`src/rtl/eeprom_ctrl.sv`:
```
// eeprom_ctrl: command-level EEPROM controller in front of the I2C byte driver.
// Write commands are buffered in a byte FIFO, split at page boundaries and
// followed by a write-recovery wait per chunk. Read commands are issued as one
// single-byte random read per byte, with the address auto-incremented.
//
// Handshake semantics: a transfer happens on a rising clk edge where valid and
// ready are both high; valid never depends combinationally on ready, and once
// raised, valid and its payload are held until that transfer.
// Exceptions: o_rd_valid is a one-cycle strobe with no backpressure, and
// i_drv_wr_req / i_drv_rd_valid are single-cycle requests/strobes from the driver.
module eeprom_ctrl #(
  parameter int         P_ADDR_WIDTH = 16,
  parameter logic [6:0] P_SLAVE_ADDR = 7'h50,
  parameter int         P_PAGE_SIZE  = 32,
  parameter int         P_FIFO_DEPTH = 32,
  parameter int         P_TWR_CYCLES = 500000
) (
  input  logic                    clk,
  input  logic                    rst_n,
  input  logic                    i_cmd_valid,
  output logic                    o_cmd_ready,
  input  logic                    i_cmd_type,
  input  logic [P_ADDR_WIDTH-1:0] i_cmd_addr,
  input  logic [7:0]              i_cmd_len,
  input  logic                    i_wr_valid,
  output logic                    o_wr_ready,
  input  logic [7:0]              i_wr_data,
  output logic [7:0]              o_rd_data,
  output logic                    o_rd_valid,
  output logic                    o_rd_last,
  output logic                    o_busy,
  output logic                    o_done,
  output logic [6:0]              o_drv_slave_addr,
  output logic [P_ADDR_WIDTH-1:0] o_drv_op_addr,
  output logic [7:0]              o_drv_op_len,
  output logic                    o_drv_op_type,
  output logic                    o_drv_op_valid,
  input  logic                    i_drv_op_ready,
  output logic [7:0]              o_drv_wr_data,
  input  logic                    i_drv_wr_req,
  input  logic [7:0]              i_drv_rd_data,
  input  logic                    i_drv_rd_valid
);

  localparam int LP_PTR_W = $clog2(P_FIFO_DEPTH);
  localparam int LP_PG_W  = $clog2(P_PAGE_SIZE);
  localparam int LP_TWR_W = (P_TWR_CYCLES > 1) ? $clog2(P_TWR_CYCLES) : 1;

  localparam logic [8:0]          LP_DEPTH9   = 9'(P_FIFO_DEPTH);
  localparam logic [8:0]          LP_PAGE9    = 9'(P_PAGE_SIZE);
  localparam logic [LP_PTR_W:0]   LP_PTR_ONE  = 1;
  localparam logic [LP_TWR_W-1:0] LP_TWR_ONE  = 1;
  localparam logic [LP_TWR_W-1:0] LP_TWR_LAST = LP_TWR_W'(P_TWR_CYCLES - 1);

  // r_state is the FSM debug view; checkers bind to it directly.
  typedef enum logic [2:0] {
    S_IDLE, S_LOAD, S_CALC, S_ISSUE, S_WAIT, S_TWR, S_NEXT, S_DONE
  } state_t;

  state_t                    r_state;
  logic                      r_type;
  logic [P_ADDR_WIDTH-1:0]   r_addr;
  logic [7:0]                r_remaining;
  logic [7:0]                r_load_cnt;
  logic [LP_TWR_W-1:0]       r_twr_cnt;
  logic                      r_cmd_ready;
  logic                      r_busy;
  logic                      r_done;
  logic                      r_wr_ready;
  logic                      r_op_valid;
  logic [P_ADDR_WIDTH-1:0]   r_op_addr;
  logic [7:0]                r_op_len;
  logic                      r_op_type;

  logic [7:0]                r_mem [P_FIFO_DEPTH];
  logic [LP_PTR_W:0]         r_wr_ptr;
  logic [LP_PTR_W:0]         r_rd_ptr;
  logic [7:0]                r_drv_wr_data;
  logic                      r_underrun;

  logic [7:0]                r_rd_data;
  logic                      r_rd_valid;
  logic                      r_rd_last;

  logic                      w_clip;
  logic [7:0]                w_eff_len;
  logic [7:0]                w_load_nxt;
  logic [8:0]                w_room9;
  logic [7:0]                w_chunk;
  logic                      w_push;
  logic                      w_fifo_empty;
  logic                      w_pop;

  // Writes larger than the buffer are clipped; reads use the length as given.
  assign w_clip     = !i_cmd_type && ({1'b0, i_cmd_len} > LP_DEPTH9);
  assign w_eff_len  = w_clip ? LP_DEPTH9[7:0] : i_cmd_len;
  assign w_load_nxt = r_load_cnt + 8'd1;

  // Bytes left before the next page boundary; a full page when aligned.
  assign w_room9 = LP_PAGE9 - 9'(r_addr[LP_PG_W-1:0]);
  assign w_chunk = r_type ? 8'd1 :
                   (({1'b0, r_remaining} < w_room9) ? r_remaining : w_room9[7:0]);

  assign w_push       = i_wr_valid && r_wr_ready;
  assign w_fifo_empty = (r_wr_ptr == r_rd_ptr);
  assign w_pop        = i_drv_wr_req && !w_fifo_empty;

  // Command sequencing FSM: accept, load, per-chunk issue/wait/recovery, done.
  always_ff @(posedge clk or negedge rst_n) begin
    if (!rst_n) begin
      r_state     <= S_IDLE;
      r_type      <= 1'b0;
      r_addr      <= '0;
      r_remaining <= '0;
      r_load_cnt  <= '0;
      r_twr_cnt   <= '0;
      r_cmd_ready <= 1'b1;
      r_busy      <= 1'b0;
      r_done      <= 1'b0;
      r_wr_ready  <= 1'b0;
      r_op_valid  <= 1'b0;
      r_op_addr   <= '0;
      r_op_len    <= '0;
      r_op_type   <= 1'b0;
    end else begin
      r_done <= 1'b0;
      case (r_state)
        S_IDLE: begin
          if (i_cmd_valid) begin
            r_type      <= i_cmd_type;
            r_addr      <= i_cmd_addr;
            r_remaining <= w_eff_len;
            r_load_cnt  <= '0;
            r_cmd_ready <= 1'b0;
            r_busy      <= 1'b1;
            if (w_eff_len == 8'd0) begin
              r_state <= S_DONE;
              r_done  <= 1'b1;
            end else if (i_cmd_type) begin
              r_state <= S_CALC;
            end else begin
              r_state    <= S_LOAD;
              r_wr_ready <= 1'b1;
            end
          end
        end
        S_LOAD: begin
          if (w_push) begin
            r_load_cnt <= w_load_nxt;
            if (w_load_nxt == r_remaining) begin
              r_wr_ready <= 1'b0;
              r_state    <= S_CALC;
            end
          end
        end
        S_CALC: begin
          r_op_addr  <= r_addr;
          r_op_len   <= w_chunk;
          r_op_type  <= r_type;
          r_op_valid <= 1'b1;
          r_state    <= S_ISSUE;
        end
        S_ISSUE: begin
          if (i_drv_op_ready) begin
            r_op_valid <= 1'b0;
            r_state    <= S_WAIT;
          end
        end
        S_WAIT: begin
          // The driver re-raises ready once the whole op has finished.
          if (i_drv_op_ready) begin
            if (r_type) begin
              r_state <= S_NEXT;
            end else begin
              r_twr_cnt <= '0;
              r_state   <= S_TWR;
            end
          end
        end
        S_TWR: begin
          if (r_twr_cnt == LP_TWR_LAST) r_state <= S_NEXT;
          else r_twr_cnt <= r_twr_cnt + LP_TWR_ONE;
        end
        S_NEXT: begin
          r_addr      <= r_addr + P_ADDR_WIDTH'(r_op_len);
          r_remaining <= r_remaining - r_op_len;
          if (r_remaining == r_op_len) begin
            r_state <= S_DONE;
            r_done  <= 1'b1;
          end else begin
            r_state <= S_CALC;
          end
        end
        S_DONE: begin
          r_state     <= S_IDLE;
          r_cmd_ready <= 1'b1;
          r_busy      <= 1'b0;
        end
        default: r_state <= S_IDLE;
      endcase
    end
  end

  // FIFO storage; contents need no reset because the pointers gate them.
  always_ff @(posedge clk) begin
    if (w_push) r_mem[r_wr_ptr[LP_PTR_W-1:0]] <= i_wr_data;
  end

  // FIFO pointers, driver-side byte register and the sticky underrun flag.
  always_ff @(posedge clk or negedge rst_n) begin
    if (!rst_n) begin
      r_wr_ptr      <= '0;
      r_rd_ptr      <= '0;
      r_drv_wr_data <= '0;
      r_underrun    <= 1'b0;
    end else begin
      if (w_push) r_wr_ptr <= r_wr_ptr + LP_PTR_ONE;
      if (w_pop) begin
        r_rd_ptr      <= r_rd_ptr + LP_PTR_ONE;
        r_drv_wr_data <= r_mem[r_rd_ptr[LP_PTR_W-1:0]];
      end
      r_underrun <= r_underrun | (i_drv_wr_req && w_fifo_empty);
    end
  end

  // Register each read byte from the driver and flag the command's last one.
  always_ff @(posedge clk or negedge rst_n) begin
    if (!rst_n) begin
      r_rd_data  <= '0;
      r_rd_valid <= 1'b0;
      r_rd_last  <= 1'b0;
    end else begin
      r_rd_valid <= 1'b0;
      r_rd_last  <= 1'b0;
      if (i_drv_rd_valid && r_busy && r_type) begin
        r_rd_data  <= i_drv_rd_data;
        r_rd_valid <= 1'b1;
        r_rd_last  <= (r_remaining == 8'd1);
      end
    end
  end

  assign o_cmd_ready      = r_cmd_ready;
  assign o_wr_ready       = r_wr_ready;
  assign o_rd_data        = r_rd_data;
  assign o_rd_valid       = r_rd_valid;
  assign o_rd_last        = r_rd_last;
  assign o_busy           = r_busy;
  assign o_done           = r_done;
  assign o_drv_slave_addr = P_SLAVE_ADDR;
  assign o_drv_op_addr    = r_op_addr;
  assign o_drv_op_len     = r_op_len;
  assign o_drv_op_type    = r_op_type;
  assign o_drv_op_valid   = r_op_valid;
  assign o_drv_wr_data    = r_drv_wr_data;

endmodule

```
`config.mk`:
```
export PLATFORM = sky130hd
export DESIGN_NAME = eeprom_ctrl
export DESIGN_NICKNAME = d
export VERILOG_FILES = /design/src/rtl/eeprom_ctrl.sv
export SDC_FILE = /design/constraint.sdc
export NUM_CORES = 1
export LEC_CHECK = 0
export ABC_AREA = 1
export CELL_PAD_IN_SITES_DETAIL_PLACEMENT = 1
export CELL_PAD_IN_SITES_GLOBAL_PLACEMENT = 1
export CORE_MARGIN = 2
export CORE_UTILIZATION = 47
export CTS_CLUSTER_DIAMETER = 200
export CTS_CLUSTER_SIZE = 14
export DETAILED_ROUTE_END_ITERATION = 6
export PLACE_DENSITY_LB_ADDON = 0.1
export SYNTH_ARGS = -nofsm -noshare
export SYNTH_HDL_FRONTEND = slang
export SYNTH_SLANG_ARGS = --single-unit
export TNS_END_PERCENT = 1
```
`constraint.sdc`:
```
create_clock -name clk -period 2.5 [get_ports clk]
set_input_delay 0.375 -clock clk [delete_from_list [all_inputs] [get_ports clk]]
set_output_delay 0.375 -clock clk [all_outputs]
set_load 0.05 [all_outputs]
```
**Word level (Yosys, flattened, before mapping)**

Memories as Yosys holds them, arrays and structs flattened. A register that Yosys moved wholly into a read port is not among the register bits.
Index checks and enable logic that the tools add are counted.
Widths: inputs -> output; s select.

- Register bits: 107
- Bits in writable memories: 256
- Input port bits: 48
- Output and inout port bits: 55
- Word-level logic and storage cells: 119
- Memories kept: 1

- $add $sub $neg: 7
- Magnitude comparators: 2
- Equality and inequality tests: 22
- Multiplexer cells: 45
- Reduce and logical (&&, ||, !) cells: 23

Memories:

| name | words | bits a word | read ports | clocked after Yosys merged registers in | wr ports | line | RTL |
|---|---|---|---|---|---|---|---|
| r_mem | 32 | 8 | 1 | 1 | 1 | 75 | `logic [7:0] r_mem [P_FIFO_DEPTH];` |

Operator list:

| kind | count |
|---|---|
| $mux 19 | 3 |
| $mux 8 | 6 |
| $pmux 19 s2 | 1 |
| $pmux 16 s2 | 1 |
| $pmux 8 s2 | 2 |
| $mux 3 | 8 |
| $pmux 3 s8 | 1 |
| $ne 2x2->1 const B | 10 |
| $add 19x1->19 const B | 1 |
| $eq 19x19->1 const B | 1 |
| $add 16x8->16 | 1 |
| $eq 8x8->1 | 2 |
| $mux 16 | 1 |
| $mux 1 | 15 |
| $add 6x1->6 const B | 2 |
| $eq 3x3->1 const B | 4 |
| $reduce_and 6->1 | 2 |
| $pmux 1 s2 | 5 |
| $reduce_bool 2->1 | 5 |
| $lt 8x9->1 | 1 |
| $add 8x1->8 const B | 1 |
| $eq 8x1->1 const B | 1 |
| $gt 8x6->1 const B | 1 |
| $logic_not 8->1 | 1 |
| 12 further kinds | 23 |

**Logic depth before layout (Yosys ltp)**

Gate-level depths: netlist (run 1).

- Depth after elaboration: 7
- Gate-level depth with buffers: 13
- Mapped depth without buffers: 13

**Least setup slack after synthesis (run 1)**

OpenSTA, ideal clock, no wires.

- Path type: flip-flop to flip-flop
- Start point: register r_op_len[0], in the netlist o_drv_op_len[0]
- End point: register r_addr[14]
- Library setup time: 0.127 ns
- Arrival time: 2.132 ns
- Data required time: 2.373 ns
- Path slack: 0.241 ns
- Stages on the path, launching flop included: 12
- Path buffers: 0
- Clock period less this slack: 2.259 ns
- Cell sequence: dfrtp_1 > ha_1 > inv_1 > fa_1 > o21ai_1 > nand2_1 > nand2_1 > nand2_1 > o21ai_0 > nand2_1 > nor2_1 > o21ai_0

- Longest elaborated chain between the ends: 2

RTL lines:

| item | line | RTL |
|---|---|---|
| start, declared | 72 | `logic [7:0] r_op_len;` |
| start signal, assigned | 158 | `r_op_len <= w_chunk;` |
| $add 16x8->16 | 185 | `r_addr <= r_addr + P_ADDR_WIDTH'(r_op_len);` |
| $pmux 16 s2 | 127 | `case (r_state)` |
| end signal, assigned | 131 | `r_addr <= i_cmd_addr;` |
| end signal, assigned | 185 |  |
| end, declared | 62 | `logic [P_ADDR_WIDTH-1:0] r_addr;` |

Every way passes these cells.
A chain may end at the register's enable or synchronous reset.

**Worst setup path after layout (run 1)**

- Start point: register r_op_len[1], in the netlist o_drv_op_len[1]
- End point: output port o_drv_op_len[1]

RTL lines:

| item | line | RTL |
|---|---|---|
| end, declared | 35 | `output logic [7:0] o_drv_op_len,` |

No word-level cell between the ends.

==> summary.txt, run 1 <==
Logic synthesis
  • #FFs+latches synth: 371
  • Post-synth ARST share: 31.0%
  • Netlist cell types: 55
  • Synth area leader: edfxtp_1
  • Ys Warns: 0
  • Sequential share of the synthesized area: 61.4%
  • Post-synthesis cell count: 1704
  • Post-Syn Area per Cell: 10.1 um2
  • Post-synth top flop: edfxtp_1
  • Post-synth EDFFs: 256
  • Post-synth top area share: 44.7%
  • Synth Cell Area: 17200 um2
  • Area contributors post-synth: edfxtp_1, dfrtp_1, nand2_1

Drt
  • Final wirelength: 49100 um
  • Routed Antenna Nets: 0
  • First-pass iteration count of the detailed router: 5
  • Wire per inst: 21.2 um
  • Via-to-Cell Ratio: 5.58
  • DR DRC count: 0
  • Initial detailed-routing violation count: 945
  • Via count: 13000

Critical path
  • R2R Path Start: r_addr[0]
  • CP top delay family: buffers and inverters
  • Critical Path Start Type: flop
  • R2R Path End: o_drv_op_len[0]
  • Arr. time, crit path: 1940 ps
  • CP max FO: 4
  • Crit path kind: flop to output port
  • Worst EP required: 2120 ps
  • Crit path depth: 1
  • Worst r2r path cells: 13
  • Critical-path cell list: clkdlybuf4s50_1
  • Endpoint type of the worst setup path: output port
  • Worst stage delay on the critical path: 900 ps
  • CP max stage cell: clkdlybuf4s50_1
  • R2R setup slack: 230 ps
  • Worst path bufs/invs: 1

Min path
  • Hold depth: 3
  • Tightest Hold Check Type: primary input to flop
  • Hold endpoint: o_rd_data[7]
  • Hold path startpoint: i_drv_rd_data[7]

Floorplan
  • Initial Util: 47.4%
  • # IOs: 103
  • Die Ht: 195 um
  • Die width: 195 um
  • Rows: 70
  • Core ar.: 36300 um2
  • Die ar.: 38200 um2

Placement
  • Detail Placement HPWL: 33400 um
  • Port Buffer Count: 95
  • GPL Wtd Cong: 0.869
  • Area after DPL: 18900 um2
  • Pre-CTS setup slack: 106 ps

Global route
  • Vias in the first global route: 13700
  • Initial antenna violation count: 0
  • Largest net degree at the start of global routing: 88
  • First-pass GRT wire length: 77400 um
  • GRT Util Overall: 26.0%
  • GR Overflow Total: 0

Timing
  • PnR worst setup slack: 182 ps
  • Peak Freq: 0.431 GHz
  • Rel. slew slack: 57.0%
  • Tmin final: 2320 ps
  • Final hold violation count: 0
  • RSZ-0062 raised after global routing: yes
  • Tightest Pin Transition: 644 ps
  • WHS: 339 ps
  • Tcrit/Tclk final: 92.7%
  • Layout Skew: 18.5 ps
  • Finish-stage setup viols: 0
  • Max-slew violations: 0

Power and ir drop
  • PwrDens: 1140 nW/um2
  • Peak supply drop: 0.000530 V
  • Leak pwr: 7.58 nW
  • Pwr Total: 22.6 mW

Clock tree
  • H-tree Lvls: 1
  • CTS root buffer: clkbuf_16
  • Clk Latency, worst-skew pair: 580 ps
  • Clock transition at the registers of the reported paths: 80 ps
  • Max clock buf depth: 3
  • TritonCTS clock tree: done
  • Cts bufs inserted: 30
  • Clock sinks: 371

Run status
  • Status: finished, final reports clean

Finish
  • NumNets Final: 1909
  • Diodes inserted: 0
  • Ratio of cells with drive above 1 in the final layout: 8.31%
  • Fin util: 54.6%
  • Design area: 19800 um2
  • Syn-to-layout area delta: 15.2%
  • Fillers: 3980

Job
  • Total of max-cap violations: 0
logic make-up (layout without fill, tap and decap cells):
| kind of cell | count (synthesis) | count (layout) | synth area share (%) |
|---|---|---|---|
| AOI/OAI and AO/OA | 319 | 319 | 10.7 |
| DFF | 371 | 371 | 61.4 |
| xor gates and xnor gates | 32 | 32 | 1.63 |
| adders and majority gates | 30 | 30 | 2.27 |
| other | 2 | 7 | 0.0436 |
| buffers and inverters | 192 | 337 | 5.23 |
| and+or+nand+nor | 758 | 758 | 18.8 |
cell usage in the layout, fill, tap and decap left out, types with 8 or more instances in the layout:
master	netlist	final
clkbuf_1	22	23
ha_1	28	28
inv_1	100	99
xor2_1	26	26
inv_2	8	8
nor3_1	18	18
o21ai_0	174	174
nor2_1	249	249
o211ai_1	38	38
a21oi_1	29	29
clkdlybuf4s50_1	0	94
edfxtp_1	256	256
nand3_1	106	105
dfrtp_1	114	112
clkbuf_16	0	31
buf_4	15	67
nand2_1	335	335
o21ai_1	10	9
nand4_1	20	20
o21ai_2	7	8
o22ai_1	32	32
worst min-delay path: stages:
cell             delay (ps)
clkdlybuf4s50_1         390
nand2_1                  60
nand2_1                  40
flip-flops by register name, summed over array words and instances (netlist names):
register	flops
r_rd_ptr	6
o_drv_op_addr	16
r_mem	256
o_rd_last	1
o_cmd_ready	1
o_drv_op_type	1
o_drv_op_len	8
r_wr_ptr	6
r_twr_cnt	19
o_wr_ready	1
o_rd_data	8
o_drv_op_valid	1
o_done	1
o_busy	1
o_rd_valid	1
r_addr	16
r_load_cnt	8
r_type	1
o_drv_wr_data	8
r_state	3
r_remaining	8
through the flow:
stage | setup TNS, ps | instances
after global placement | 0 | 2266
after CTS | 0 | 2322
after floorplan | 0 | 1709
after global routing | -24.1 | 2322
final | 0 | 2322
after detailed placement | 0 | 2266
per-layer routing:
metal,GRT usage [%],part of all wire (%)
met5,0,0
met4,8.59,2.9
met3,2.61,3.8
met2,44.8,50
met1,34.7,44
where the power goes:
group | leakage (nW) | internal, mW | switching, mW
clock | 0.414 | 2.32 | 2.17
combinational | 3.41 | 3.12 | 6.59
sequential | 3.76 | 7.41 | 0.979
area by class of cell:
type	instances	area, um2	share of cell area (%)
sequential	371	10600	53.3
multi-input combinational	1146	5780	29.2
timing repair buffer	169	1590	8.03
clock buffer	54	862	4.34
tap	468	586	2.95
inverter	113	435	2.19
clock inverter	1	8.76	0.0441
worst max-delay path by stage:
| stage | startpoint | endpoint | slack [ps] |
|---|---|---|---|
| 3_5_place_dp | r_addr[0] | o_drv_op_len[0] | 110 |
| 3_3_place_gp | r_addr[0] | o_drv_op_len[0] | 150 |
| 2_1_floorplan | o_drv_op_len[0] | r_addr[14] | 240 |
| 4_1_cts | r_addr[0] | o_drv_op_len[0] | 110 |
| 5_1_grt | r_addr[0] | o_drv_op_len[0] | -20 |
| 6_report | o_drv_op_len[1] | o_drv_op_len[1] | 180 |
timing repair:
action / 4_1_cts / 5_1_grt
endpoints found under the setup margin: 0 / 7
resized for setup: 0 / 3
hold buffers: 1 / 0
buffers inserted: 0 / 0
endpoints found under the hold margin: 39 / 0
cells in the mapped netlist (10+ instances only):
| cell | count |
|---|---|
| a21oi_1 | 29 |
| buf_2 | 31 |
| buf_4 | 15 |
| buf_6 | 10 |
| clkbuf_1 | 22 |
| dfrtp_1 | 114 |
| edfxtp_1 | 256 |
| ha_1 | 28 |
| inv_1 | 100 |
| nand2_1 | 335 |
| nand3_1 | 106 |
| nand4_1 | 20 |
| nor2_1 | 249 |
| nor3_1 | 18 |
| o211ai_1 | 38 |
| o21ai_0 | 174 |
| o21ai_1 | 10 |
| o22ai_1 | 32 |
| xor2_1 | 26 |
No activity file was read; power rests on OpenSTA's default activity.
==> run 2, diff against run 1 <==
Settings changed: GPL_TIMING_DRIVEN set to 0.
==> summary.txt, run 2 (synthesis gave the netlist of run 1 again) <==
Critical path
  • CP max stage cell: nor2_1
  • Worst path bufs/invs: 1 (unchanged)
  • Worst stage delay on the critical path: 830 ps (-70 ps)
  • CP max FO: 8 (+4)
  • Critical-path cell list: nand2_1, inv_1, nand2_1, nor2_1
  • Arr. time, crit path: 2630 ps (+690 ps)
  • R2R Path Start: o_wr_ready
  • Critical Path Start Type: flop
  • Crit path kind: flop to flop
  • Worst Setup SP: o_wr_ready
  • Endpoint type of the worst setup path: flop
  • CP top delay family: simple AND/OR/NAND/NOR gates
  • Worst EP required: 2690 ps (+570 ps)
  • CP most frequent cell: nand2_1

Power and ir drop
  • Leak pwr: 7.49 nW (-1.1%)
  • Comb power frac: 45.5% (+2.5 points)
  • Sequential power share: 35.1% (-2.0 points)
  • Peak supply drop: 0.000624 V (+18%)
  • Switching share of power: 44.7% (+1.6 points)
  • Cell-internal power: 12.9 mW (+0.50%)
  • Clk pwr share: 19.4% (-0.5 points)
  • NetSw: 10.4 mW (+7.1%)
  • PwrDens: 1190 nW/um2 (+4.1%)

Drt
  • Final wirelength: 53600 um (+9.1%)
  • First-pass iteration count of the detailed router: 5 (unchanged)
  • Routed Antenna Nets: 0 (unchanged)
  • Via-to-Cell Ratio: 5.74 (+2.8%)
  • Initial detailed-routing violation count: 931 (-1.5%)
  • Wire per inst: 23.0 um (+8.7%)
  • DR DRC count: 0 (unchanged)
  • Via count: 13400 (+3.1%)

Placement
  • Port Buffer Count: 95 (unchanged)
  • Area after DPL: 18800 um2 (-0.73%)
  • Pre-CTS setup slack: -609 ps (-715 ps)
  • GPL Wtd Cong: 0.918 (+5.7%)
  • Detail Placement HPWL: 37400 um (+12%)

Clock tree
  • Post-CTS Setup Bufs: 0 (unchanged)
  • TritonCTS clock tree: done
  • Clock sinks: 371 (unchanged)
  • Clk Latency, worst-skew pair: 570 ps (about the same)
  • CTS root buffer: clkbuf_16
  • Max clock buf depth: 3 (unchanged)
  • Clock transition at the registers of the reported paths: 70 ps (about the same)
  • H-tree Lvls: 1 (unchanged)
  • Cts bufs inserted: 30 (unchanged)

Timing
  • Final hold violation count: 0 (unchanged)
  • Layout Skew: 16.1 ps (-2.34 ps)
  • Tmin final: 2440 ps (+123 ps)
  • WHS: 267 ps (-71.3 ps)
  • Max-slew violations: 0 (unchanged)
  • Finish-stage setup viols: 0 (unchanged)
  • RSZ-0062 raised after global routing: yes
  • Setup TNS: 0 ps (unchanged)
  • Tcrit/Tclk final: 97.6% (+4.9 points)
  • Rel. slew slack: 11.3% (-46 points)
  • PnR worst setup slack: 58.8 ps (-123 ps)
  • Peak Freq: 0.410 GHz (-5.0%)
  • Tightest Pin Transition: 1330 ps (+683 ps)

Finish
  • Fin util: 54.2% (-0.39 points)
  • Design area: 19700 um2 (-0.71%)
  • Fillers: 4033 (+1.3%)
  • Ratio of cells with drive above 1 in the final layout: 8.22% (-0.089 points)
  • Most frequent cells in the layout: nand2_1, edfxtp_1, nor2_1, o21ai_0, dfrtp_1
  • Diodes inserted: 0 (unchanged)
  • NumNets Final: 1917 (+0.42%)
  • Commonest non-fill, non-tap cell in the layout: nand2_1
  • Syn-to-layout area delta: 14.4%
  • Max reg flops: 256 (unchanged)

Floorplan
  • Core ar.: 36300 um2 (unchanged)
  • Die width: 195 um (unchanged)
  • # IOs: 103 (unchanged)
  • Die ar.: 38200 um2 (unchanged)
  • Initial Util: 47.4% (unchanged)
  • Rows: 70 (unchanged)
  • Die Ht: 195 um (unchanged)

Global route
  • GRT Util Overall: 28.3% (+2.3 points)
  • Initial antenna violation count: 0 (unchanged)
  • Vias in the first global route: 13900 (+1.8%)
  • First-pass GRT wire length: 81900 um (+5.8%)
  • Largest net degree at the start of global routing: 89 (+1.1%)
  • GR Overflow Total: 0 (unchanged)

Job
  • Total of max-cap violations: 0 (unchanged)

Min path
  • Tightest Hold Check Type: primary input to asynchronous set/reset pin

Run status
  • Status: finished, final reports clean
## run 2: cell count changes in the layout (fill, tap and decap cells not counted), sizes merged
cell           change
clkbuf            +21
inv                +1
clkinv             -1
clkdlybuf4s50      -5
buf                -8
## run 2: worst reg2reg max path, stage by stage (launching register included)
cell and delay (ps):
dfrtp_1 370, nand2_1 270, inv_1 290, nand2_1 290
nor2_1 840
## run 2: metal layers
layer / up-vias / GRT usage [%] / wire length, um
met5: - / 0 / 0
met4: 0 / 9.73 / 1780
met3: 86 / 3.02 / 2890
met2: 373 / 48.9 / 26500
met1: 6767 / 37.5 / 22500
li1: 6142 / - / -
## run 2: through the flow
step                cells  power [mW]
floorplan            1709        14.8
global placement     2272        18.4
detailed placement   2274        18.8
CTS                  2330        23.3
global route         2330        24.6
finish               2330        23.3
## run 2: area by class of cell
| cell class | count | area (um2) | area share, % |
|---|---|---|---|
| clock buffers | 54 | 862 | 4.38 |
| well taps | 468 | 586 | 2.97 |
| flip-flops and latches | 371 | 10600 | 53.6 |
| plain buffers | 79 | 477 | 2.42 |
| inverters | 113 | 434 | 2.20 |
| multi-input cells | 1146 | 5800 | 29.4 |
| repair buffers | 98 | 970 | 4.92 |
| clock inverters | 1 | 8.76 | 0.0445 |
## run 2: path summary, 6_finish.rpt
kind	endpoint	slack [ps]	cells after the start
min reg2reg	o_rd_data[1]	480	2
max	r_mem[5][0]	60	4
max in group asynchronous	o_drv_wr_data[5]	1440	3
min	r_addr[11]	270	2
max reg2reg	r_mem[5][0]	60	4
min in group clk	o_rd_data[2]	340	3
## run 2: what timing repair did
action / CTS / global route
pin swaps: 0 / 1
endpoints found under the hold margin: 27 / 0
hold buffers: 1 / 0
setup endpoints to repair: 21 / 98
resized for setup: 4 / 14
## run 2: power by group through the flow
stage,Combinational [mW],Clock [mW],Sequential [mW]
6_report,10.6,4.52,8.20
5_1_grt,11.5,4.80,8.31
4_1_cts,10.5,4.58,8.20
3_5_place_dp,10.4,0,8.32
3_3_place_gp,10.1,0,8.28
2_1_floorplan,5.64,0,9.15
==> run 3, diff against run 2 <==
Settings changed: CAP_MARGIN set to 20, CORE_MARGIN 2 to 1.5.
==> summary.txt, run 3 (synthesis gave the netlist of run 1 again) <==
Timing
  • Final hold violation count: 0 (unchanged)
  • Peak Freq: 0.397 GHz (-3.1%)
  • Rel. slew slack: 29.9% (+19 points)
  • Tcrit/Tclk final: 101% (+3.1 points)
  • Layout Skew: 33.9 ps (+17.8 ps)
  • Max-slew violations: 0 (unchanged)
  • PnR worst setup slack: -18.0 ps (-76.8 ps)
  • RSZ-0062 raised after global routing: yes
  • Tightest Pin Transition: 1050 ps (-279 ps)
  • Tmin final: 2520 ps (+76.8 ps)
  • Finish-stage setup viols: 20 (+20)

Power and ir drop
  • PwrDens: 1180 nW/um2 (-0.67%)
  • Peak supply drop: 0.000706 V (+13%)
  • Leak pwr: 7.60 nW (+1.5%)
  • Pwr Total: 23.5 mW (+0.52%)

Finish
  • Fillers: 3956 (-1.9%)
  • Ratio of cells with drive above 1 in the final layout: 8.48% (+0.27 points)
  • Non-filler instance count after layout: 2335 (+0.21%)
  • Commonest non-fill, non-tap cell in the layout: nand2_1
  • Fin util: 55.6% (+1.4 points)
  • Syn-to-layout area delta: 15.8%
  • Diodes inserted: 0 (unchanged)
  • Most frequent cells in the layout: nand2_1, edfxtp_1, nor2_1, o21ai_0, dfrtp_1
  • Max reg flops: 256 (unchanged)
  • Design area: 19900 um2 (+1.2%)
  • NumNets Final: 1928 (+0.57%)

Drt
  • DR DRC count: 0 (unchanged)
  • Via count: 13600 (+1.4%)
  • First-pass iteration count of the detailed router: 5 (unchanged)
  • Initial detailed-routing violation count: 991 (+6.4%)
  • Via-to-Cell Ratio: 5.81 (+1.2%)
  • Routed Antenna Nets: 0 (unchanged)
  • Final wirelength: 54500 um (+1.6%)
  • Wire per inst: 23.3 um (+1.4%)

Clock tree
  • Clock transition at the registers of the reported paths: 70 ps (about the same)
  • Post-CTS Setup Bufs: 0 (unchanged)
  • Clock sinks: 371 (unchanged)
  • H-tree Lvls: 1 (unchanged)
  • Max clock buf depth: 3 (unchanged)
  • TritonCTS clock tree: done
  • Cts bufs inserted: 30 (unchanged)
  • Clk Latency, worst-skew pair: 620 ps (+50 ps)
  • CTS root buffer: clkbuf_16

Placement
  • Detail Placement HPWL: 38700 um (+3.7%)
  • GPL Wtd Cong: 0.914 (-0.45%)
  • Placed cells: 2276 (+0.088%)
  • Area after DPL: 19000 um2 (+0.94%)
  • Port Buffer Count: 95 (unchanged)

Floorplan
  • Initial Util: 48.1% (+0.69 points)
  • Core ar.: 35800 um2 (-1.4%)
  • # IOs: 103 (unchanged)
  • Die ar.: 37800 um2 (-1.0%)
  • Die Ht: 194 um (-0.51%)
  • Die width: 194 um (-0.51%)
  • Rows: 69 (-1.4%)

Job
  • Total of max-cap violations: 0 (unchanged)

Critical path
  • Critical Path Start Type: flop
  • CP max stage cell: nor2_1
  • Arr. time, crit path: 2760 ps (+130 ps)
  • Crit path kind: flop to flop
  • CP most frequent cell: nand2_1
  • Worst EP required: 2740 ps (+50 ps)
  • Endpoint type of the worst setup path: flop
  • Critical-path cell list: nand2_1, inv_1, nand2_1, nor2_1
  • Worst path bufs/invs: 1 (unchanged)
  • CP max FO: 8 (unchanged)
  • Worst stage delay on the critical path: 830 ps (about the same)
  • CP top delay family: simple AND/OR/NAND/NOR gates

Global route
  • GR Overflow Total: 0 (unchanged)
  • First-pass GRT wire length: 84000 um (+2.6%)
  • Largest net degree at the start of global routing: 90 (+1.1%)
  • GRT Util Overall: 29.2% (+0.88 points)
  • Vias in the first global route: 14100 (+1.5%)
  • Initial antenna violation count: 1 (+1)

Min path
  • Tightest Hold Check Type: primary input to asynchronous set/reset pin

Run status
  • Status: finished, violations left
  • Failing checks: negative setup slack
run 3: worst reg2reg max path, delay by kind of cell (launching register included):
kind / cells / cell delay [ps]
flops: 1 / 370
simple gates: 3 / 1500
buf+inv: 1 / 310
run 3: final timing paths:
kind | from | to | slack, ps | cells past startpoint
max in group asynchronous | rst_n | o_rd_data[1] | 1490 | 3
min in group clk | i_drv_rd_data[4] | o_rd_data[4] | 320 | 3
worst min-delay path | rst_n | r_addr[9] | 210 | 2
worst min register to register | o_rd_data[4] | o_rd_data[4] | 480 | 2
worst max register to register | o_wr_ready | r_mem[1][1] | -20 | 4
worst max-delay path | o_wr_ready | r_mem[1][1] | -20 | 4
run 3: layout make-up:
| type | instances | area, um2 | area share, % |
|---|---|---|---|
| clock inverters | 2 | 38.8 | 0.195 |
| multi-input cells | 1146 | 5790 | 29.0 |
| repair buffers | 109 | 1210 | 6.07 |
| flip-flops and latches | 371 | 10600 | 53.0 |
| inverters | 113 | 434 | 2.18 |
| well taps | 461 | 577 | 2.89 |
| clock buffers | 54 | 841 | 4.22 |
| plain buffers | 79 | 478 | 2.40 |
run 3: per-stage QoR:
step           setup TNS [ps]  worst slack (ps)  hold slack, ps
3_3_place_gp          -500640             -3860             463
3_5_place_dp           -70040              -428             261
5_1_grt                 -5150             -96.3             237
4_1_cts                     0              8.07             207
2_1_floorplan               0               241            79.4
6_report                 -253             -18.0             214
run 3: power breakdown:
group,leakage (nW),internal [mW],switching [mW]
Clock,0.414,2.28,2.29
Sequential,3.76,7.41,0.819
Combinational,3.43,3.22,7.45
Total,7.60,12.9,10.6
run 3: what timing repair did:
action / CTS / global route
pin swaps: 0 / 0
cloned: 0 / 0
hold buffers: 1 / 0
endpoints found under the hold margin: 26 / 0
endpoints found under the setup margin: 13 / 133
gates resized for setup: 5 / 15
run 3: per-layer routing:
| layer | part of all wire, % | up-vias | global-route usage [%] |
|---|---|---|---|
| li1 | - | 6159 | - |
| met1 | 42 | 6855 | 38.3 |
| met2 | 48 | 434 | 49.2 |
| met3 | 5.4 | 109 | 4.06 |
| met4 | 4.2 | 2 | 11.9 |
| met5 | 0.024 | - | 0 |
